### config.mk
export PLATFORM = sky130hd
export DESIGN_NAME = bus_controller
export DESIGN_NICKNAME = d
export VERILOG_FILES = /design/src/rtl/pa_bus.sv /design/src/rtl/sync2.sv /design/src/rtl/bus_controller.sv
export SDC_FILE = /design/constraint.sdc
export NUM_CORES = 1
export LEC_CHECK = 0
export ABC_AREA = 1
export BUFFER_PORTS_ARGS = -buffer_cell sky130_fd_sc_hd__buf_2
export CAP_MARGIN = 20
export CORE_ASPECT_RATIO = 0.75
export CORE_UTILIZATION = 28
export CTS_BUF_LIST = sky130_fd_sc_hd__clkbuf_4
export CTS_CLUSTER_SIZE = 25
export DETAILED_ROUTE_END_ITERATION = 10
export GPL_TIMING_DRIVEN = 1
export PLACE_DENSITY = 0.54
export SETUP_SLACK_MARGIN = 0.15
export SLEW_MARGIN = 40
export SYNTH_ARGS = -nofsm -noshare
export SYNTH_HDL_FRONTEND = slang
export SYNTH_SLANG_ARGS = --single-unit
### constraint.sdc
create_clock -name clk -period 2.1 [get_ports clk]
set_input_delay 0.21 -clock clk [delete_from_list [all_inputs] [get_ports clk]]
set_output_delay 0.21 -clock clk [all_outputs]
set_load 0.01 [all_outputs]
### src/rtl/pa_bus.sv
// Shared constants, state encoding and access record for the CPU external bus controller.
package pa_bus;

    localparam int unsigned ADDR_W  = 22;
    localparam int unsigned DATA_W  = 8;
    localparam int unsigned CNT_W   = 4;
    localparam int unsigned TMO_W   = 8;
    localparam int unsigned STATE_W = 3;

    localparam int unsigned WAIT_MEM_DEF     = 1;
    localparam int unsigned WAIT_IO_DEF      = 3;
    localparam int unsigned WAIT_TIMEOUT_DEF = 255;

    localparam logic [STATE_W-1:0] ST_IDLE    = 3'd0;
    localparam logic [STATE_W-1:0] ST_SETUP   = 3'd1;
    localparam logic [STATE_W-1:0] ST_STROBE  = 3'd2;
    localparam logic [STATE_W-1:0] ST_RECOVER = 3'd3;
    localparam logic [STATE_W-1:0] ST_DMA     = 3'd4;

    // CPU request as latched at acceptance; held stable for the whole access.
    typedef struct packed {
        logic [ADDR_W-1:0] addr;
        logic              mem_io;
        logic              rd;
        logic              wr;
        logic [DATA_W-1:0] wdata;
    } access_t;

endpackage

### src/rtl/sync2.sv
// Two-flop synchronizer for a single asynchronous level, cleared by arst.
module sync2 (
    input  logic clk,
    input  logic arst,
    input  logic d,
    output logic q
);

    logic meta;

    always_ff @(posedge clk or posedge arst) begin
        if (arst) begin
            meta <= 1'b0;
            q    <= 1'b0;
        end else begin
            meta <= d;
            q    <= meta;
        end
    end

endmodule

### src/rtl/bus_controller.sv
// CPU-to-external-bus controller: setup/strobe/recover cycle with programmable waits,
// slave wait extension with timeout, and DMA bus hand-off between accesses.
module bus_controller
    import pa_bus::*;
#(
    parameter int unsigned WAIT_MEM     = WAIT_MEM_DEF,
    parameter int unsigned WAIT_IO      = WAIT_IO_DEF,
    parameter int unsigned WAIT_TIMEOUT = WAIT_TIMEOUT_DEF
) (
    input  logic              arst,
    input  logic              clk,
    input  logic              cpu_req,
    input  logic              cpu_rd,
    input  logic              cpu_wr,
    input  logic              cpu_mem_io,
    input  logic [ADDR_W-1:0] cpu_addr,
    input  logic [DATA_W-1:0] cpu_wdata,
    output logic [DATA_W-1:0] cpu_rdata,
    output logic              cpu_ready,
    output logic              bus_err,
    output logic [ADDR_W-1:0] bus_addr,
    output logic              bus_mem_io,
    output logic              bus_rd_n,
    output logic              bus_wr_n,
    output logic [DATA_W-1:0] bus_wdata,
    output logic              bus_wdata_oe,
    output logic              bus_oe,
    input  logic [DATA_W-1:0] bus_rdata,
    input  logic              ext_wait,
    input  logic              dma_req,
    output logic              dma_ack
);

    logic               wait_s;
    logic               dma_s;

    logic [STATE_W-1:0] state,      state_nx;
    logic [CNT_W-1:0]   cnt,        cnt_nx;
    logic [TMO_W-1:0]   tmo,        tmo_nx;
    access_t            acc,        acc_nx;
    logic               rd_n_nx,    wr_n_nx;
    logic               oe_nx,      wdata_oe_nx;
    logic               ack_nx,     ready_nx,    err_nx;
    logic [DATA_W-1:0]  rdata_nx;

    sync2 u_sync_wait (.clk(clk), .arst(arst), .d(ext_wait), .q(wait_s));
    sync2 u_sync_dma  (.clk(clk), .arst(arst), .d(dma_req),  .q(dma_s));

    assign bus_addr   = acc.addr;
    assign bus_mem_io = acc.mem_io;
    assign bus_wdata  = acc.wdata;

    // Next state plus next value of every registered bus/CPU output.
    always_comb begin
        state_nx    = state;
        cnt_nx      = cnt;
        tmo_nx      = tmo;
        acc_nx      = acc;
        rd_n_nx     = 1'b1;
        wr_n_nx     = 1'b1;
        oe_nx       = 1'b1;
        wdata_oe_nx = 1'b0;
        ack_nx      = 1'b0;
        ready_nx    = 1'b0;
        err_nx      = 1'b0;
        rdata_nx    = cpu_rdata;

        case (state)
            ST_IDLE: begin
                if (dma_s) begin
                    state_nx = ST_DMA;
                    ack_nx   = 1'b1;
                    oe_nx    = 1'b0;
                end else if (cpu_req) begin
                    acc_nx = '{addr: cpu_addr, mem_io: cpu_mem_io, rd: cpu_rd,
                               wr: cpu_wr, wdata: cpu_wdata};
                    if (cpu_rd == cpu_wr) begin
                        state_nx = ST_RECOVER;
                        ready_nx = 1'b1;
                        err_nx   = 1'b1;
                    end else begin
                        state_nx    = ST_SETUP;
                        wdata_oe_nx = cpu_wr;
                    end
                end
            end
            ST_SETUP: begin
                state_nx    = ST_STROBE;
                cnt_nx      = acc.mem_io ? CNT_W'(WAIT_MEM) : CNT_W'(WAIT_IO);
                tmo_nx      = '0;
                rd_n_nx     = ~acc.rd;
                wr_n_nx     = ~acc.wr;
                wdata_oe_nx = acc.wr;
            end
            ST_STROBE: begin
                wdata_oe_nx = acc.wr;
                if (cnt != '0) begin
                    cnt_nx  = cnt - CNT_W'(1);
                    rd_n_nx = ~acc.rd;
                    wr_n_nx = ~acc.wr;
                end else if (wait_s && (tmo != TMO_W'(WAIT_TIMEOUT))) begin
                    tmo_nx  = tmo + TMO_W'(1);
                    rd_n_nx = ~acc.rd;
                    wr_n_nx = ~acc.wr;
                end else if (wait_s) begin
                    // Slave never released wait: abort with an all-ones read value.
                    state_nx = ST_RECOVER;
                    ready_nx = 1'b1;
                    err_nx   = 1'b1;
                    rdata_nx = '1;
                end else begin
                    state_nx = ST_RECOVER;
                    ready_nx = 1'b1;
                    if (acc.rd) begin
                        rdata_nx = bus_rdata;
                    end
                end
            end
            ST_RECOVER: begin
                state_nx = ST_IDLE;
            end
            ST_DMA: begin
                if (dma_s) begin
                    ack_nx = 1'b1;
                    oe_nx  = 1'b0;
                end else begin
                    state_nx = ST_IDLE;
                end
            end
            default: begin
                state_nx = ST_IDLE;
            end
        endcase
    end

    always_ff @(posedge clk or posedge arst) begin
        if (arst) begin
            state        <= ST_IDLE;
            cnt          <= '0;
            tmo          <= '0;
            acc          <= '0;
            bus_rd_n     <= 1'b1;
            bus_wr_n     <= 1'b1;
            bus_oe       <= 1'b1;
            bus_wdata_oe <= 1'b0;
            dma_ack      <= 1'b0;
            cpu_ready    <= 1'b0;
            bus_err      <= 1'b0;
            cpu_rdata    <= '0;
        end else begin
            state        <= state_nx;
            cnt          <= cnt_nx;
            tmo          <= tmo_nx;
            acc          <= acc_nx;
            bus_rd_n     <= rd_n_nx;
            bus_wr_n     <= wr_n_nx;
            bus_oe       <= oe_nx;
            bus_wdata_oe <= wdata_oe_nx;
            dma_ack      <= ack_nx;
            cpu_ready    <= ready_nx;
            bus_err      <= err_nx;
            cpu_rdata    <= rdata_nx;
        end
    end

endmodule

==> run summary, run 1 <==
Die
• 29.2% — initial core utilization
• 126 µm — die span in x
• 33 — total number of placement rows
• 0.0120 mm² — overall die area
• 95.0 µm — vertical die dimension
• 0.0111 mm² — CORE AREA
• 92 — total I/O pin count

Drt
• 7140 µm — Routed Wire Length
• 0 — drc violations
• 4 — detailed-router iteration count before antenna repair
• 2611 — total number of vias
• 4.18 — average via count per standard cell
• 0 — antenna-violating nets left
• 118 — DRT iter0 DRCs
• 11.4 µm — WL/cell

Logic synthesis
• 428 — nets in the synthesized netlist
• 52.1% — Seq/Total Area, Yosys
• 27 — post-synth cell types
• 8.52 µm² — Syn Area/Cell
• 379 — post-synthesis instance total
• 0 — synth warn
• 0.00323 mm² — cell area after synthesis
• 67 — number of flip-flops and latches in the synthesized netlist

Setup path
• 33 — largest fanout of any net on the critical path
• register to register — type of the worst setup path
• register — crit path launch type
• register — nature of the critical path endpoint
• sky130_fd_sc_hd__nor2_4 — most used cell along the critical path
• 0.45 ns — reg2reg setup slack
• simple AND/OR/NAND/NOR gates — cell class contributing the biggest share of worst-path delay
• 1.92 ns — data arrival time at the worst-slack endpoint
• acc[9]$_DFFE_PP0P_ — Reg-to-Reg End
• state[1]$_DFFE_PP0P_ — r2r startpoint
• 1 — critical path buffer and inverter count
• 0.47 ns — highest cell delay on the worst timing path
• sky130_fd_sc_hd__dfrtp_1 — Critical Path Slowest Stage Cell
• nor2_4 -> nand3_2 -> nor2_4 -> inv_2 -> nand2_1 -> o21ai_0 — critical-path cell list
• 6 — number of cells traversed by the worst register-to-register path
• 2.37 ns — worst endpoint required time

Finish
• 0 — number of inserted diodes
• 1171 — Layout fillers
• 25.2% — Synth-to-Final Area Change
• 529 — Nets
• 28.5% — fraction of layout instances using a drive strength above 1
• 625 — final instance count without filler cells
• 0.00404 mm² — area of all placed cells without fillers

CTS
• 3 — deepest level of the CTS H-tree
• 0 — number of gates given a new drive strength after cts
• 67 — clock net sink count
• 0.41 ns — source-to-sink clock delay at the later pin of the worst-skew pair
• 0 — number of setup buffers added after CTS
• 35 — hold bufs inserted after CTS
• yes — TritonCTS clock tree
• 0.11 ns — clock-pin slew on the worst setup and hold paths
• 2 — worst-case clock buffer depth
• sky130_fd_sc_hd__clkbuf_4 — root buffer selected by CTS
• 9 — cts bufs inserted

Global routing
• 0 — initial antenna violation count
• 0 — total congestion overflow
• 2496 — via count of the first global-routing pass
• 12.8% — overall routing resource usage
• 46 — largest net degree at the start of global routing
• 11800 µm — wire length of the first global-routing pass

Place
• 0.435 ns — Place WS
• 4930 µm — post-detailed-placement half-perimeter wirelength
• 0.00359 mm² — placed instance area
• 91 — Port Buffers
• 0.765 — gpl congestion
• 574 — DP Cell Count

Power
• 2.18 nW — standby leakage power
• 4.59 mW — post-layout power
• 0.528 mV — Max VDD drop
• 1140 mW/mm² — power density over the cells

STA
• 0.0113 ns — setup clock skew after layout
• 0 — count of endpoints failing hold in the final timing report
• no — setup repair after global routing missed its margin
• 605 MHz — Fmax achieved
• 0 — count of pins over their slew limit
• 1.65 ns — min cycle time layout
• 0.447 ns — smallest setup slack after layout
• 0 — number of setup violations in the final report
• 63.8% — remaining max-slew budget at the tightest pin
• 0 ns — Total Negative Setup Slacks
• 78.7% — final worst path period share
• 0.542 ns — slew at the pin closest to its max-slew limit

Job
• 0 — max-capacitance violation count

Worst hold path
• primary input to register — Tightest Hold Check Type
• bus_rdata[6] — launch point of the worst hold path
• cpu_rdata[6]$_DFFE_PP0P_ — destination of the worst hold path
• 3 — hold-critical path depth

Outcome
• finished, final reports clean — result of the run

## per-layer routing
layer | GRT usage (%) | share of wire (%) | vias to the layer above
met4 | 5.22 | 1.7 | 0
met5 | 0 | 0 | -
li1 | - | - | 1334
met1 | 16.1 | 48 | 1194
met2 | 20.6 | 45 | 75
met3 | 3.91 | 5.2 | 8
## how the worst max path moves through the flow
stage / end / start / cells past startpoint / slack (ns)
after floorplan: acc[8]$_DFFE_PP0P_ / arst / 1 / 0.21
after global placement: acc[9]$_DFFE_PP0P_ / state[1]$_DFFE_PP0P_ / 6 / 0.47
after detailed placement: acc[9]$_DFFE_PP0P_ / state[1]$_DFFE_PP0P_ / 6 / 0.44
after CTS: acc[9]$_DFFE_PP0P_ / state[1]$_DFFE_PP0P_ / 6 / 0.41
after global routing: acc[9]$_DFFE_PP0P_ / state[1]$_DFFE_PP0P_ / 6 / 0.29
final: acc[9]$_DFFE_PP0P_ / state[1]$_DFFE_PP0P_ / 6 / 0.45
## kinds of logic after synthesis
group | synth area share (%)
AND/OR/NAND/NOR | 29.0
buffers and inverters | 12.7
flip-flops | 52.1
AO/OA/AOI/OAI | 4.81
adder cells (fa/ha/maj) | 1.16
XOR/XNOR | 0.271
## sequential cells by signal, summed over array words and instances (netlist names), 2 cells and up
| name | cells |
|---|---|
| bus_addr | 22 |
| bus_wdata | 8 |
| cpu_rdata | 8 |
| tmo | 8 |
| cnt | 4 |
| state | 3 |
| acc | 2 |
## power breakdown
| part | total (mW) | switching [mW] | internal, mW |
|---|---|---|---|
| Combinational | 1.83 | 1.10 | 0.725 |
| Sequential | 2.07 | 0.289 | 1.78 |
| Clock | 0.696 | 0.441 | 0.255 |
| Total | 4.59 | 1.83 | 2.76 |
## metrics by stage
| stage | hold WS, ns | utilization [%] |
|---|---|---|
| after floorplan | 0.241 | - |
| after global placement | 0.270 | 32.4 |
| after detailed placement | 0.289 | 32.4 |
| after CTS | 0.0107 | 36.5 |
| after global routing | 0.0170 | 36.5 |
| final | 0.0487 | 36.5 |
## tightest hold or removal path, delay by kind of cell
family	cells	cell delay (ns)
buf+inv	1	0.07
simple gates	1	0.04
compound gates	1	0.11
## Yosys cell counts
| library cell | count | share of area [%] |
|---|---|---|
| sky130_fd_sc_hd__buf_4 | 34 | 7.9 |
| sky130_fd_sc_hd__dfstp_2 | 3 | 2.4 |
| sky130_fd_sc_hd__o21bai_1 | 2 | 0.46 |
| sky130_fd_sc_hd__nor2_1 | 28 | 3.3 |
| sky130_fd_sc_hd__ha_1 | 3 | 1.2 |
| sky130_fd_sc_hd__nor3b_1 | 1 | 0.23 |
| sky130_fd_sc_hd__nand3_1 | 14 | 2.2 |
| sky130_fd_sc_hd__inv_1 | 25 | 2.9 |
| sky130_fd_sc_hd__nand2_1 | 158 | 18 |
| sky130_fd_sc_hd__nor2_4 | 2 | 0.70 |
| sky130_fd_sc_hd__a21oi_1 | 1 | 0.15 |
| sky130_fd_sc_hd__nand3_4 | 2 | 1.1 |
| sky130_fd_sc_hd__o21ai_2 | 9 | 2.4 |
| sky130_fd_sc_hd__buf_2 | 1 | 0.15 |
| sky130_fd_sc_hd__nand4_1 | 2 | 0.39 |
| sky130_fd_sc_hd__xor2_1 | 1 | 0.27 |
| sky130_fd_sc_hd__nand3b_1 | 1 | 0.23 |
| sky130_fd_sc_hd__nand2_4 | 2 | 0.70 |
| sky130_fd_sc_hd__nand2_2 | 6 | 1.2 |
| sky130_fd_sc_hd__buf_6 | 4 | 1.4 |
| sky130_fd_sc_hd__o211ai_1 | 1 | 0.23 |
| sky130_fd_sc_hd__dfrtp_1 | 64 | 50 |
| sky130_fd_sc_hd__a22o_1 | 1 | 0.27 |
| sky130_fd_sc_hd__nand3_2 | 1 | 0.31 |
| sky130_fd_sc_hd__nor2_2 | 2 | 0.39 |
| sky130_fd_sc_hd__inv_2 | 3 | 0.35 |
| sky130_fd_sc_hd__o21ai_0 | 8 | 1.2 |
## layout by cell type (no fill, tap or decap)
cell type,n
sky130_fd_sc_hd__o21ai_0,8
sky130_fd_sc_hd__nand4_1,2
sky130_fd_sc_hd__a22o_1,1
sky130_fd_sc_hd__dfrtp_1,64
sky130_fd_sc_hd__xor2_1,1
sky130_fd_sc_hd__nand3_4,2
sky130_fd_sc_hd__o211ai_1,1
sky130_fd_sc_hd__nand3b_1,1
sky130_fd_sc_hd__nand2_1,158
sky130_fd_sc_hd__clkbuf_4,11
sky130_fd_sc_hd__buf_4,2
sky130_fd_sc_hd__nand3_1,14
sky130_fd_sc_hd__nor2_4,2
sky130_fd_sc_hd__dlygate4sd3_1,35
sky130_fd_sc_hd__a21oi_1,1
sky130_fd_sc_hd__ha_1,3
sky130_fd_sc_hd__inv_2,4
sky130_fd_sc_hd__nor2_2,2
sky130_fd_sc_hd__nand3_2,1
sky130_fd_sc_hd__buf_2,91
sky130_fd_sc_hd__inv_1,24
sky130_fd_sc_hd__nor3b_1,1
sky130_fd_sc_hd__clkinv_1,3
sky130_fd_sc_hd__clkinv_2,2
sky130_fd_sc_hd__dfstp_2,3
sky130_fd_sc_hd__buf_12,1
sky130_fd_sc_hd__o21ai_2,9
sky130_fd_sc_hd__o21bai_1,2
sky130_fd_sc_hd__nor2_1,28
sky130_fd_sc_hd__nand2_4,2
sky130_fd_sc_hd__nand2_2,6
## area by class of cell
| class | instances | area, µm² | share of cell area, % |
|---|---|---|---|
| clock inverter | 5 | 21.3 | 0.526 |
| multi-input combinational | 245 | 1140 | 28.1 |
| timing repair buffer | 129 | 841 | 20.8 |
| sequential | 67 | 1680 | 41.6 |
| inverter | 28 | 105 | 2.60 |
| clock buffer | 11 | 82.6 | 2.04 |
| tap | 140 | 175 | 4.33 |
No activity file was read; power rests on OpenSTA's default activity.
==> run 2: changes to the inputs <==
ABC_AREA = 0   (was 1)
PLACE_DENSITY = 0.55   (was 0.54)
clock period = 1.7 ns   (was 2.1 ns; I/O delays follow)
==> run 2 against run 1 <==
Critical endpoint is now cpu_rdata[5]$_DFFE_PP0P_. Global-route usage is 0.68 points higher. Final cell count down 16%. Register-to-register slack got worse by 0.41 ns. Largest cell class unchanged. Fmax decreased by 0.37%. Area after synthesis fell by 4.2%. Sequential power is 26% higher. Via count is 11% lower. Setup slack worse by 0.41 ns.
==> run summary, run 2 <==
STA
• 1.66 ns — min cycle time layout, was 1.65 ns
• 97.6% — final worst path period share, was 78.7%
• 0 — number of setup violations in the final report, unchanged
• 0 ns — Total Negative Setup Slacks, unchanged
• yes — setup repair after global routing missed its margin, was no
• 0.427 ns — slew at the pin closest to its max-slew limit, was 0.542 ns
• 603 MHz — Fmax achieved, was 605 MHz
• 0 — count of pins over their slew limit, unchanged
• 0 — count of endpoints failing hold in the final timing report, unchanged
• 0.0172 ns — setup clock skew after layout, was 0.0113 ns
• 71.5% — remaining max-slew budget at the tightest pin, was 63.8%
• 0.205 ns — smallest hold slack, was 0.0487 ns
• 0.0408 ns — smallest setup slack after layout, was 0.447 ns

Global routing
• 2346 — via count of the first global-routing pass, was 2496
• 0 — total congestion overflow, unchanged
• 11600 µm — wire length of the first global-routing pass, was 11800 µm
• 0 — initial antenna violation count, unchanged
• 51 — largest net degree at the start of global routing, was 46
• 13.5% — overall routing resource usage, was 12.8%

Logic synthesis
• 67 — number of flip-flops and latches in the synthesized netlist, unchanged
• 293 — nets in the synthesized netlist, was 428
• sky130_fd_sc_hd__dfrtp_1 — count leader, synth, was sky130_fd_sc_hd__nand2_1
• sky130_fd_sc_hd__dfrtp_1, sky130_fd_sc_hd__buf_4, sky130_fd_sc_hd__mux2_2, sky130_fd_sc_hd__inv_1, sky130_fd_sc_hd__a31oi_1 — most frequent cells after synthesis, was sky130_fd_sc_hd__nand2_1, sky130_fd_sc_hd__dfrtp_1, sky130_fd_sc_hd__buf_4, sky130_fd_sc_hd__nor2_1, sky130_fd_sc_hd__inv_1
• 54.4% — Seq/Total Area, Yosys, was 52.1%
• 48 — post-synth cell types, was 27
• 0 — Post-synth EDFFs, unchanged
• sky130_fd_sc_hd__dfrtp_1 — cell type with the largest total area after synthesis, unchanged
• sky130_fd_sc_hd__dfrtp_1 — commonest register cell after synthesis, unchanged
• 0.00309 mm² — cell area after synthesis, was 0.00323 mm²
• sky130_fd_sc_hd__dfrtp_1, sky130_fd_sc_hd__mux2_2, sky130_fd_sc_hd__buf_4, sky130_fd_sc_hd__o22a_2, sky130_fd_sc_hd__dfstp_2 — dominant cells by area after synthesis, was sky130_fd_sc_hd__dfrtp_1, sky130_fd_sc_hd__nand2_1, sky130_fd_sc_hd__buf_4, sky130_fd_sc_hd__nor2_1, sky130_fd_sc_hd__inv_1
• 0 — synth warn, unchanged
• 51.8% — area share of the largest cell type after synthesis, was 49.6%
• 100% — asr flop ratio synth, unchanged
• 12.7 µm² — Syn Area/Cell, was 8.52 µm²
• 244 — post-synthesis instance total, was 379

Drt
• 3470 µm — routed wire length on met2, was 3250 µm
• 59 — DRT iter0 DRCs, was 118
• 389 µm — Routed met3 length, was 372 µm
• 4.44 — average via count per standard cell, was 4.18
• met4 — highest metal layer with signal wires, unchanged
• 3560 µm — routed metal-1 wirelength, was 3400 µm
• 14.3 µm — WL/cell, was 11.4 µm
• 4 — detailed-router iteration count before antenna repair, unchanged
• 7520 µm — Routed Wire Length, was 7140 µm
• 0 — antenna-violating nets left, unchanged
• 0 — drc violations, unchanged
• 2333 — total number of vias, was 2611

Die
• 0.0115 mm² — overall die area, was 0.0120 mm²
• 0.0105 mm² — CORE AREA, was 0.0111 mm²
• 93 µm — vertical die dimension, was 95.0 µm
• 92 — total I/O pin count, unchanged
• 32 — total number of placement rows, was 33
• 29.5% — initial core utilization, was 29.2%
• 123 µm — die span in x, was 126 µm

Setup path
• register to register — type of the worst setup path, unchanged
• 8 — largest fanout of any net on the critical path, was 33
• register — nature of the critical path endpoint, unchanged
• 2.02 ns — worst endpoint required time, was 2.37 ns
• 1.97 ns — data arrival time at the worst-slack endpoint, was 1.92 ns
• register — crit path launch type, unchanged

CTS
• 3 — deepest level of the CTS H-tree, unchanged
• 0.41 ns — source-to-sink clock delay at the later pin of the worst-skew pair, about the same
• 9 — cts bufs inserted, unchanged
• yes — TritonCTS clock tree, unchanged
• 0.12 ns — clock-pin slew on the worst setup and hold paths, was 0.11 ns
• 2 — worst-case clock buffer depth, unchanged
• sky130_fd_sc_hd__clkbuf_4 — root buffer selected by CTS, unchanged
• 67 — clock net sink count, unchanged

Place
• 0.795 — gpl congestion, was 0.765
• -0.0248 ns — Place WS, was 0.435 ns
• 91 — Port Buffers, unchanged
• 451 — DP Cell Count, was 574
• 4550 µm — post-detailed-placement half-perimeter wirelength, was 4930 µm
• 0.00358 mm² — placed instance area, was 0.00359 mm²

Finish
• sky130_fd_sc_hd__buf_2 — commonest non-fill, non-tap cell in the layout, was sky130_fd_sc_hd__nand2_1
• 54.9% — fraction of layout instances using a drive strength above 1, was 28.5%
• 22 — flip-flop count of the largest register after layout, unchanged
• sky130_fd_sc_hd__buf_2, sky130_fd_sc_hd__dfrtp_1, sky130_fd_sc_hd__dlygate4sd3_1, sky130_fd_sc_hd__mux2_4, sky130_fd_sc_hd__buf_4 — commonest cells after routing, fill and taps aside, was sky130_fd_sc_hd__nand2_1, sky130_fd_sc_hd__buf_2, sky130_fd_sc_hd__dfrtp_1, sky130_fd_sc_hd__dlygate4sd3_1, sky130_fd_sc_hd__nor2_1
• 434 — Nets, was 529
• 526 — final instance count without filler cells, was 625
• 0.00463 mm² — area of all placed cells without fillers, was 0.00404 mm²
• 0 — number of inserted diodes, unchanged
• 998 — Layout fillers, was 1171
• 44.1% — final core area utilization, was 36.5%
• 49.7% — Synth-to-Final Area Change, was 25.2%

Power
• 1470 mW/mm² — power density over the cells, was 1140 mW/mm²
• 6.78 mW — post-layout power, was 4.59 mW
• 0.696 mV — Max VDD drop, was 0.528 mV
• 2.20 nW — standby leakage power, was 2.18 nW

Outcome
• finished, final reports clean — result of the run, unchanged

Job
• 0 — max-capacitance violation count, unchanged

Worst hold path
• primary input to register — Tightest Hold Check Type, unchanged

-- run 2: path summary, 6_finish.rpt --
| path | from | slack, ns | cells after the start | to |
|---|---|---|---|---|
| max | cnt[1]$_DFFE_PP0P_ | 0.04 | 6 | cpu_rdata[5]$_DFFE_PP0P_ |
| min reg2reg | u_sync_wait.meta$_DFF_PP0_ | 0.36 | 0 | u_sync_wait.q$_DFF_PP0_ |
| max in group asynchronous | arst | 0.73 | 4 | bus_oe$_DFF_PP1_ |
| min | cpu_req | 0.20 | 3 | state[1]$_DFFE_PP0P_ |
| min in group asynchronous | arst | 0.32 | 3 | bus_addr[3]$_DFFE_PP0P_ |
| max reg2reg | cnt[1]$_DFFE_PP0P_ | 0.04 | 6 | cpu_rdata[5]$_DFFE_PP0P_ |
-- run 2: layout make-up --
cell class | count | area (µm²) | share of cell area (%)
sequential | 67 | 1680 | 36.3
tap | 136 | 170 | 3.68
multi-input combinational | 127 | 1290 | 27.8
inverter | 11 | 45.0 | 0.973
clock buffer | 10 | 75.1 | 1.62
clock inverter | 6 | 88.8 | 1.92
timing repair buffer | 169 | 1280 | 27.6
-- run 2: cell families after synthesis --
family	count (synthesis)	share of synthesized area, %
XOR/XNOR	1	0.283
AO/OA/AOI/OAI	43	10.2
adder cells (fa/ha/maj)	3	1.21
flip-flops	67	54.4
AND/OR/NAND/NOR	46	10.5
buffers and inverters	50	11.1
multiplexers	34	12.3
-- run 2: what timing repair did --
action | in CTS | in global routing
endpoints found under the hold margin | 60 | 0
hold buffers | 44 | 0
endpoints found under the setup margin | 51 | 54
setup buffers | 9 | 4
gates resized for setup | 34 | 40
gates cloned | 2 | 0
pin swaps | 7 | 9
-- run 2: routing by layer --
layer	vias to the layer above	global-route usage (%)
met2	74	20.6
met5	-	0
met3	9	4.63
met1	1127	17.7
met4	0	4.52
li1	1123	-
-- run 2: critical path, cell delays in order (launching register included) --
cell,delay [ns]
sky130_fd_sc_hd__dfrtp_1,0.41
sky130_fd_sc_hd__inv_2,0.08
sky130_fd_sc_hd__ha_4,0.14
sky130_fd_sc_hd__or3b_4,0.41
sky130_fd_sc_hd__nor2_8,0.17
sky130_fd_sc_hd__nand2_4,0.11
sky130_fd_sc_hd__o22a_2,0.24
-- run 2: report_power, final --
| group | internal, mW | leakage (nW) | switching (mW) | total [mW] |
|---|---|---|---|---|
| logic | 1.70 | 1.29 | 1.26 | 2.96 |
| registers | 2.22 | 0.824 | 0.387 | 2.61 |
| clock network | 0.616 | 0.0846 | 0.593 | 1.21 |
